$ cat src/rtl/gpio_pulpino_mailbox_if.sv
// Host/core signal bundle for gpio_pulpino_mailbox. The slave modport is the mailbox side;
// the master modport is the register block plus the PULPino GPIO side.
interface gpio_pulpino_mailbox_if #(
   parameter int pDATA_WIDTH = 8,
   parameter int pFIFO_DEPTH = 16
);
   localparam int LVL_W = $clog2(pFIFO_DEPTH) + 1;

   logic                   host_wr_valid;
   logic [pDATA_WIDTH-1:0] host_wr_data;
   logic                   host_wr_ready;
   logic                   host_rd_req;
   logic [pDATA_WIDTH-1:0] host_rd_data;
   logic                   host_rd_valid;
   logic [LVL_W-1:0]       tx_level;
   logic [LVL_W-1:0]       rx_level;
   logic                   tx_drop;
   logic                   rd_underflow;
   logic                   clear_flags;
   logic [pDATA_WIDTH-1:0] core_tx_data;
   logic                   core_tx_req;
   logic                   core_tx_ack;
   logic [pDATA_WIDTH-1:0] core_rx_data;
   logic                   core_rx_req;
   logic                   core_rx_ack;
   logic                   timeout;

   modport slave (
      input  host_wr_valid, host_wr_data, host_rd_req, clear_flags,
      input  core_tx_ack, core_rx_data, core_rx_req,
      output host_wr_ready, host_rd_data, host_rd_valid, tx_level, rx_level,
      output tx_drop, rd_underflow, core_tx_data, core_tx_req, core_rx_ack, timeout
   );

   modport master (
      output host_wr_valid, host_wr_data, host_rd_req, clear_flags,
      output core_tx_ack, core_rx_data, core_rx_req,
      input  host_wr_ready, host_rd_data, host_rd_valid, tx_level, rx_level,
      input  tx_drop, rd_underflow, core_tx_data, core_tx_req, core_rx_ack, timeout
   );
endinterface

$ cat src/rtl/gpio_pulpino_mailbox.sv
// Two-channel FIFO-buffered GPIO mailbox between the register block and PULPino, toggle req/ack.
// Optional TX-ack watchdog enabled by defining GPIO_MBOX_TIMEOUT_EN.
module gpio_pulpino_mailbox #(
   parameter int pDATA_WIDTH = 8,
   parameter int pFIFO_DEPTH = 16,
   parameter int pTIMEOUT    = 1024
) (
   input logic                   clk,
   input logic                   reset_i,
   gpio_pulpino_mailbox_if.slave mbox
);
   localparam int PTR_W = $clog2(pFIFO_DEPTH);
   localparam int LVL_W = PTR_W + 1;
   localparam logic [LVL_W-1:0] FULL_LVL = LVL_W'(pFIFO_DEPTH);

   if (pDATA_WIDTH < 1 || pDATA_WIDTH > 24 || pFIFO_DEPTH < 2 ||
       (pFIFO_DEPTH & (pFIFO_DEPTH - 1)) != 0 || pTIMEOUT < 1) begin : g_bad_cfg
      $error("gpio_pulpino_mailbox: unsupported parameter combination");
   end

   typedef enum logic {TX_IDLE, TX_WAIT} tx_state_e;

   // core-side inputs pass one capture register before any use
   logic                   tx_ack_s_q, tx_ack_s_d;
   logic                   rx_req_s_q, rx_req_s_d;
   logic [pDATA_WIDTH-1:0] rx_data_s_q, rx_data_s_d;

   logic [pDATA_WIDTH-1:0] tx_mem_q [pFIFO_DEPTH];
   logic [PTR_W-1:0]       tx_wr_ptr_q, tx_wr_ptr_d;
   logic [PTR_W-1:0]       tx_rd_ptr_q, tx_rd_ptr_d;
   logic [LVL_W-1:0]       tx_level_q, tx_level_d;
   logic                   tx_full, tx_empty, tx_push, tx_pop;

   logic [pDATA_WIDTH-1:0] rx_mem_q [pFIFO_DEPTH];
   logic [PTR_W-1:0]       rx_wr_ptr_q, rx_wr_ptr_d;
   logic [PTR_W-1:0]       rx_rd_ptr_q, rx_rd_ptr_d;
   logic [LVL_W-1:0]       rx_level_q, rx_level_d;
   logic                   rx_full, rx_empty, rx_push, rx_pop;

   tx_state_e              tx_state_q, tx_state_d;
   logic                   core_tx_req_q, core_tx_req_d;
   logic [pDATA_WIDTH-1:0] core_tx_data_q, core_tx_data_d;
   logic                   core_rx_ack_q, core_rx_ack_d;
   logic [pDATA_WIDTH-1:0] host_rd_data_q, host_rd_data_d;
   logic                   host_rd_valid_q, host_rd_valid_d;
   logic                   tx_drop_q, tx_drop_d;
   logic                   rd_underflow_q, rd_underflow_d;

`ifdef GPIO_MBOX_TIMEOUT_EN
   localparam int CNT_W = $clog2(pTIMEOUT + 1);
   localparam logic [CNT_W-1:0] TMO_LAST = CNT_W'(pTIMEOUT - 1);
   localparam logic [CNT_W-1:0] TMO_MAX  = CNT_W'(pTIMEOUT);

   logic [CNT_W-1:0] tmo_cnt_q, tmo_cnt_d;
   logic             timeout_q, timeout_d;
   logic             timeout_evt;

   function automatic logic [CNT_W-1:0] sat_inc(input logic [CNT_W-1:0] v);
      return (v == TMO_MAX) ? v : v + CNT_W'(1);
   endfunction
`endif

   always_comb begin
      tx_ack_s_d  = mbox.core_tx_ack;
      rx_req_s_d  = mbox.core_rx_req;
      rx_data_s_d = mbox.core_rx_data;
   end

   always_comb begin
      tx_full  = (tx_level_q == FULL_LVL);
      tx_empty = (tx_level_q == '0);
      rx_full  = (rx_level_q == FULL_LVL);
      rx_empty = (rx_level_q == '0);
   end

   // TX FSM: one word on the GPIO lines at a time, frozen until the core echoes the req phase
   always_comb begin
      tx_state_d     = tx_state_q;
      tx_pop         = 1'b0;
      core_tx_req_d  = core_tx_req_q;
      core_tx_data_d = core_tx_data_q;
`ifdef GPIO_MBOX_TIMEOUT_EN
      timeout_evt    = 1'b0;
`endif
      case (tx_state_q)
         TX_IDLE: begin
            if (!tx_empty) begin
               tx_pop         = 1'b1;
               core_tx_data_d = tx_mem_q[tx_rd_ptr_q];
               core_tx_req_d  = ~core_tx_req_q;
               tx_state_d     = TX_WAIT;
            end
         end
         TX_WAIT: begin
            if (tx_ack_s_q == core_tx_req_q) begin
               tx_state_d = TX_IDLE;
`ifdef GPIO_MBOX_TIMEOUT_EN
            end else if (tmo_cnt_q == TMO_LAST) begin
               timeout_evt = 1'b1;
               tx_state_d  = TX_IDLE;
`endif
            end
         end
         default: tx_state_d = TX_IDLE;
      endcase
   end

   always_comb begin
      tx_push     = mbox.host_wr_valid && !tx_full;
      tx_wr_ptr_d = tx_wr_ptr_q + PTR_W'(tx_push);
      tx_rd_ptr_d = tx_rd_ptr_q + PTR_W'(tx_pop);
      tx_level_d  = tx_level_q + LVL_W'(tx_push) - LVL_W'(tx_pop);
   end

   // RX: a new core phase is taken only when there is room, otherwise the ack is withheld
   always_comb begin
      rx_push         = (rx_req_s_q != core_rx_ack_q) && !rx_full;
      rx_pop          = mbox.host_rd_req && !rx_empty;
      core_rx_ack_d   = core_rx_ack_q ^ rx_push;
      rx_wr_ptr_d     = rx_wr_ptr_q + PTR_W'(rx_push);
      rx_rd_ptr_d     = rx_rd_ptr_q + PTR_W'(rx_pop);
      rx_level_d      = rx_level_q + LVL_W'(rx_push) - LVL_W'(rx_pop);
      host_rd_data_d  = rx_pop ? rx_mem_q[rx_rd_ptr_q] : host_rd_data_q;
      host_rd_valid_d = rx_pop;
   end

   always_comb begin
      tx_drop_d      = (mbox.host_wr_valid && tx_full) || (tx_drop_q && !mbox.clear_flags);
      rd_underflow_d = (mbox.host_rd_req && rx_empty) || (rd_underflow_q && !mbox.clear_flags);
   end

`ifdef GPIO_MBOX_TIMEOUT_EN
   always_comb begin
      tmo_cnt_d = (tx_state_q == TX_WAIT) ? sat_inc(tmo_cnt_q) : '0;
      timeout_d = timeout_evt || (timeout_q && !mbox.clear_flags);
   end

   always_ff @(posedge clk) begin
      if (reset_i) begin
         tmo_cnt_q <= '0;
         timeout_q <= 1'b0;
      end else begin
         tmo_cnt_q <= tmo_cnt_d;
         timeout_q <= timeout_d;
      end
   end

   assign mbox.timeout = timeout_q;
`else
   assign mbox.timeout = 1'b0;
`endif

   always_ff @(posedge clk) begin
      if (reset_i) begin
         tx_ack_s_q      <= 1'b0;
         rx_req_s_q      <= 1'b0;
         tx_wr_ptr_q     <= '0;
         tx_rd_ptr_q     <= '0;
         tx_level_q      <= '0;
         rx_wr_ptr_q     <= '0;
         rx_rd_ptr_q     <= '0;
         rx_level_q      <= '0;
         tx_state_q      <= TX_IDLE;
         core_tx_req_q   <= 1'b0;
         core_tx_data_q  <= '0;
         core_rx_ack_q   <= 1'b0;
         host_rd_data_q  <= '0;
         host_rd_valid_q <= 1'b0;
         tx_drop_q       <= 1'b0;
         rd_underflow_q  <= 1'b0;
      end else begin
         tx_ack_s_q      <= tx_ack_s_d;
         rx_req_s_q      <= rx_req_s_d;
         tx_wr_ptr_q     <= tx_wr_ptr_d;
         tx_rd_ptr_q     <= tx_rd_ptr_d;
         tx_level_q      <= tx_level_d;
         rx_wr_ptr_q     <= rx_wr_ptr_d;
         rx_rd_ptr_q     <= rx_rd_ptr_d;
         rx_level_q      <= rx_level_d;
         tx_state_q      <= tx_state_d;
         core_tx_req_q   <= core_tx_req_d;
         core_tx_data_q  <= core_tx_data_d;
         core_rx_ack_q   <= core_rx_ack_d;
         host_rd_data_q  <= host_rd_data_d;
         host_rd_valid_q <= host_rd_valid_d;
         tx_drop_q       <= tx_drop_d;
         rd_underflow_q  <= rd_underflow_d;
      end
   end

   // payload storage carries no reset; the pointers alone define what is valid
   always_ff @(posedge clk) begin
      rx_data_s_q <= rx_data_s_d;
      if (tx_push) tx_mem_q[tx_wr_ptr_q] <= mbox.host_wr_data;
      if (rx_push) rx_mem_q[rx_wr_ptr_q] <= rx_data_s_q;
   end

   assign mbox.host_wr_ready = !tx_full;
   assign mbox.host_rd_data  = host_rd_data_q;
   assign mbox.host_rd_valid = host_rd_valid_q;
   assign mbox.tx_level      = tx_level_q;
   assign mbox.rx_level      = rx_level_q;
   assign mbox.tx_drop       = tx_drop_q;
   assign mbox.rd_underflow  = rd_underflow_q;
   assign mbox.core_tx_data  = core_tx_data_q;
   assign mbox.core_tx_req   = core_tx_req_q;
   assign mbox.core_rx_ack   = core_rx_ack_q;
endmodule
$ cat src/flat_wrapper.sv
// flat-port wrapper written by rule: the top's interface ports become plain ports
module gpio_pulpino_mailbox_flat 
#(
   parameter int pDATA_WIDTH = 8,
   parameter int pFIFO_DEPTH = 16,
   parameter int pTIMEOUT    = 1024
)
  (clk, reset_i, mbox_host_wr_valid, mbox_host_wr_data, mbox_host_rd_req, mbox_clear_flags, mbox_core_tx_ack, mbox_core_rx_data, mbox_core_rx_req, mbox_host_wr_ready, mbox_host_rd_data, mbox_host_rd_valid, mbox_tx_level, mbox_rx_level, mbox_tx_drop, mbox_rd_underflow, mbox_core_tx_data, mbox_core_tx_req, mbox_core_rx_ack, mbox_timeout);
  gpio_pulpino_mailbox_if #(.pDATA_WIDTH(pDATA_WIDTH), .pFIFO_DEPTH(pFIFO_DEPTH)) mbox_i ();
  input logic clk;
  input logic reset_i;
  input wire logic [$bits(mbox_i.host_wr_valid)-1:0] mbox_host_wr_valid;
  input wire logic [$bits(mbox_i.host_wr_data)-1:0] mbox_host_wr_data;
  input wire logic [$bits(mbox_i.host_rd_req)-1:0] mbox_host_rd_req;
  input wire logic [$bits(mbox_i.clear_flags)-1:0] mbox_clear_flags;
  input wire logic [$bits(mbox_i.core_tx_ack)-1:0] mbox_core_tx_ack;
  input wire logic [$bits(mbox_i.core_rx_data)-1:0] mbox_core_rx_data;
  input wire logic [$bits(mbox_i.core_rx_req)-1:0] mbox_core_rx_req;
  output wire logic [$bits(mbox_i.host_wr_ready)-1:0] mbox_host_wr_ready;
  output wire logic [$bits(mbox_i.host_rd_data)-1:0] mbox_host_rd_data;
  output wire logic [$bits(mbox_i.host_rd_valid)-1:0] mbox_host_rd_valid;
  output wire logic [$bits(mbox_i.tx_level)-1:0] mbox_tx_level;
  output wire logic [$bits(mbox_i.rx_level)-1:0] mbox_rx_level;
  output wire logic [$bits(mbox_i.tx_drop)-1:0] mbox_tx_drop;
  output wire logic [$bits(mbox_i.rd_underflow)-1:0] mbox_rd_underflow;
  output wire logic [$bits(mbox_i.core_tx_data)-1:0] mbox_core_tx_data;
  output wire logic [$bits(mbox_i.core_tx_req)-1:0] mbox_core_tx_req;
  output wire logic [$bits(mbox_i.core_rx_ack)-1:0] mbox_core_rx_ack;
  output wire logic [$bits(mbox_i.timeout)-1:0] mbox_timeout;
  assign mbox_i.host_wr_valid = mbox_host_wr_valid;
  assign mbox_i.host_wr_data = mbox_host_wr_data;
  assign mbox_i.host_rd_req = mbox_host_rd_req;
  assign mbox_i.clear_flags = mbox_clear_flags;
  assign mbox_i.core_tx_ack = mbox_core_tx_ack;
  assign mbox_i.core_rx_data = mbox_core_rx_data;
  assign mbox_i.core_rx_req = mbox_core_rx_req;
  assign mbox_host_wr_ready = mbox_i.host_wr_ready;
  assign mbox_host_rd_data = mbox_i.host_rd_data;
  assign mbox_host_rd_valid = mbox_i.host_rd_valid;
  assign mbox_tx_level = mbox_i.tx_level;
  assign mbox_rx_level = mbox_i.rx_level;
  assign mbox_tx_drop = mbox_i.tx_drop;
  assign mbox_rd_underflow = mbox_i.rd_underflow;
  assign mbox_core_tx_data = mbox_i.core_tx_data;
  assign mbox_core_tx_req = mbox_i.core_tx_req;
  assign mbox_core_rx_ack = mbox_i.core_rx_ack;
  assign mbox_timeout = mbox_i.timeout;
  gpio_pulpino_mailbox #(.pDATA_WIDTH(pDATA_WIDTH), .pFIFO_DEPTH(pFIFO_DEPTH), .pTIMEOUT(pTIMEOUT)) u_core (.clk(clk), .reset_i(reset_i), .mbox(mbox_i));
endmodule
$ cat config.mk
export PLATFORM = sky130hd
export DESIGN_NAME = gpio_pulpino_mailbox_flat
export DESIGN_NICKNAME = d
export VERILOG_FILES = /design/src/rtl/gpio_pulpino_mailbox_if.sv /design/src/rtl/gpio_pulpino_mailbox.sv /design/src/flat_wrapper.sv
export SDC_FILE = /design/constraint.sdc
export NUM_CORES = 1
export LEC_CHECK = 0
export ABC_AREA = 1
export CAP_MARGIN = 20
export CORE_MARGIN = 4
export CORE_UTILIZATION = 50
export DETAILED_ROUTE_END_ITERATION = 10
export GPL_ROUTABILITY_DRIVEN = 0
export PLACE_DENSITY = 0.8
export SYNTH_ARGS = -nofsm -noshare
export SYNTH_HDL_FRONTEND = slang
export SYNTH_SLANG_ARGS = --single-unit
$ cat constraint.sdc
create_clock -name clk -period 2.41 [get_ports clk]
set_input_delay 0.241 -clock clk [delete_from_list [all_inputs] [get_ports clk]]
set_output_delay 0.241 -clock clk [all_outputs]
set_load 0.01 [all_outputs]
==> results.txt <==
most frequent cells in the layout: nand2_1, edfxtp_1, nand3_1
Initial Util: 51.1%
r2r setup slk: 0.09 ns
#FFs+latches synth: 314
Hold WC Path Type: in2reg
fin cells: 1768
Critical Path Source Type: flip-flop
Congestion Overflow GR: 0
clk root buf: clkbuf_16
# port buffers: 54
Reg area: 8850 µm²
CP Max Fanout: 3
status: finished clean
initial antenna violation count: 0
M2 GR Usage: 33.9%
critical path required time: 2.85 ns
critical path type: reg2reg
clk_lat worst skew: 0.55 ns
leakage: 6.46 nW
die width: 172 µm
multi-input logic area: 3430 µm²
relative slew slack: 46.4%
CP Capture Type: flip-flop
TritonCTS Buffers: 30
GR peak layer: met2
vias in the first global route: 9014
met3 GRT Util: 2.90%
maximum clock path buffer count: 3
synth unique cells: 25
Layout Skew: 0.0185 ns
Slew Viols, Final: 0
NumNets Final: 1453
hold_ws: 0.137 ns
largest net degree at the start of global routing: 66
row cnt: 59
TritonCTS clock tree: yes
Vias/cell: 5.18
ANT nets after route: 0
Worst-Margin Slew: 0.801 ns
Core Region: 26200 µm²
1st-iter DRT viols: 769
fin crit period: 2.32 ns
Syn-to-layout area delta: 14.7%
DP HPWL: 18.6 mm
WL/cell: 16.2 µm
Placement Setup Slack: 0.0771 ns
final setup margin: 0.0924 ns
synth warn: 0
overall routed net length: 28.7 mm
endpoints failing setup: 0
Die Span Y: 172 µm
total global-route track usage: 19.6%
first-pass GRT wire length: 45.8 mm
# hold bufs at CTS: 0
GRT met1 Usage: 24.3%
mean area per synthesized cell: 10.0 µm²
setup tns final: 0 ns
htree depth: 1
syn_nets: 1382
placed cell count: 1712
final core occ: 58.6%
Clk pin slew, worst setup/hold paths: 0.06 ns
layout cells sized above 1: 10.5%
endpoints failing hold: 0
Layout fillers: 2049
Max Cap Violations: 0
worst ir drop on vdd: 0.000630 V
DR vias: 9157
DRC: 0
Die Area: 29500 µm²
leading cell type in the layout, fill and taps excluded: nand2_1
fmax: 431 MHz
synthesized instance count: 1339
Pre-antenna DRT Iters: 5
Ant. Diodes: 0
area of the mapped netlist: 13400 µm²
clk sink count: 314
fin crit share: 96.2%
post-synthesis sequential area ratio: 66.1%
Data arrival, critical path: 2.76 ns
IO Pins: 56
power per cell area: 1040 nW/µm²
-- kinds of logic after synthesis --
logic type	count (synthesis)	synth area share [%]
AO/OA/AOI/OAI	32	1.25
XOR/XNOR	9	0.588
flip-flops	314	66.1
adder cells (fa/ha/maj)	20	1.98
other	1	0.0280
AND/OR/NAND/NOR	704	21.6
buffers and inverters	259	8.51
-- critical path: stages, from the launching register on --
cell,delay [ns]
dfxtp_2,0.33
inv_1,0.08
ha_2,0.18
nand4_1,0.12
nand2_1,0.13
inv_2,0.04
ha_1,0.27
inv_1,0.05
ha_2,0.20
fa_2,0.41
a21oi_2,0.14
o21bai_1,0.09
o21ai_1,0.12
a21oi_1,0.05
-- metal layers --
layer  share of wire (%)  up-vias
met5                   0        -
met4                 4.5        0
met3                 5.8       91
met2                  50      325
met1                  39     4294
li1                    -     4447
-- power breakdown --
part	switching (mW)	total (mW)	internal [mW]
registers	0.299	6.56	6.26
logic	2.96	4.62	1.66
clock network	1.91	4.72	2.82
-- Yosys cell counts --
cell / n / area (µm²)
nand2_1: 422 / 1580
edfxtp_1: 256 / 7690
nand3_1: 186 / 931
inv_1: 146 / 548
nor2_1: 91 / 342
dfxtp_1: 58 / 1160
inv_2: 43 / 161
buf_2: 30 / 150
ha_1: 18 / 225
a21oi_1: 16 / 80.1
buf_6: 12 / 135
buf_4: 9 / 67.6
clkbuf_1: 7 / 26.3
clkinv_1: 7 / 26.3
o21ai_0: 7 / 35.0
xnor2_1: 6 / 52.6
clkinv_2: 5 / 25.0
o21ai_1: 5 / 25.0
nand4_1: 4 / 25.0
xor2_1: 3 / 26.3
fa_1: 2 / 40.0
o21bai_1: 2 / 15.0
o22ai_1: 2 / 12.5
conb_1: 1 / 3.75
nor2_4: 1 / 11.3
-- path summary, 6_finish.rpt --
check	startpoint	endpoint	cells after the start
hold reg to reg	u_core.rx_req_s_q	flip-flop	2
hold / removal	mbox_core_rx_data[1]	u_core.rx_data_s_q[1]	1
setup reg to reg	u_core.mbox.rx_level[3]	u_core.mbox.rx_level[4]	13
setup / recovery	u_core.mbox.rx_level[3]	u_core.mbox.rx_level[4]	13
-- layout make-up --
cell class / instances / area share [%]
flip-flops and latches: 314 / 57.6
repair buffers: 97 / 5.78
multi-input cells: 766 / 22.3
clock buffers: 46 / 5.97
clock inverters: 9 / 0.603
inverters: 201 / 4.95
well taps: 335 / 2.73
-- what timing repair did --
item,4_1_cts,5_1_grt
endpoints found under the setup margin,0,2
resized for setup,0,11
buffers inserted,0,1
-- sequential cells by signal, indices dropped and copies added, names as in the netlist, 4 cells and up, named ones only --
signal / cells
u_core.mbox.core_tx_data: 8
u_core.tx_rd_ptr_q: 4
u_core.mbox.tx_level: 5
u_core.mbox.rx_level: 5
u_core.rx_data_s_q: 8
u_core.mbox.host_rd_data: 8
u_core.rx_wr_ptr_q: 4
u_core.rx_mem_q: 128
u_core.rx_rd_ptr_q: 4
u_core.tx_wr_ptr_q: 4
u_core.tx_mem_q: 128
-- stage by stage --
stage	power, mW	cell area [µm²]
floorplan	9.91	13400
global placement	11.0	14300
detailed placement	11.2	14300
CTS	15.9	15300
global route	16.8	15400
finish	15.9	15400
No activity file was read; power rests on OpenSTA's default activity.
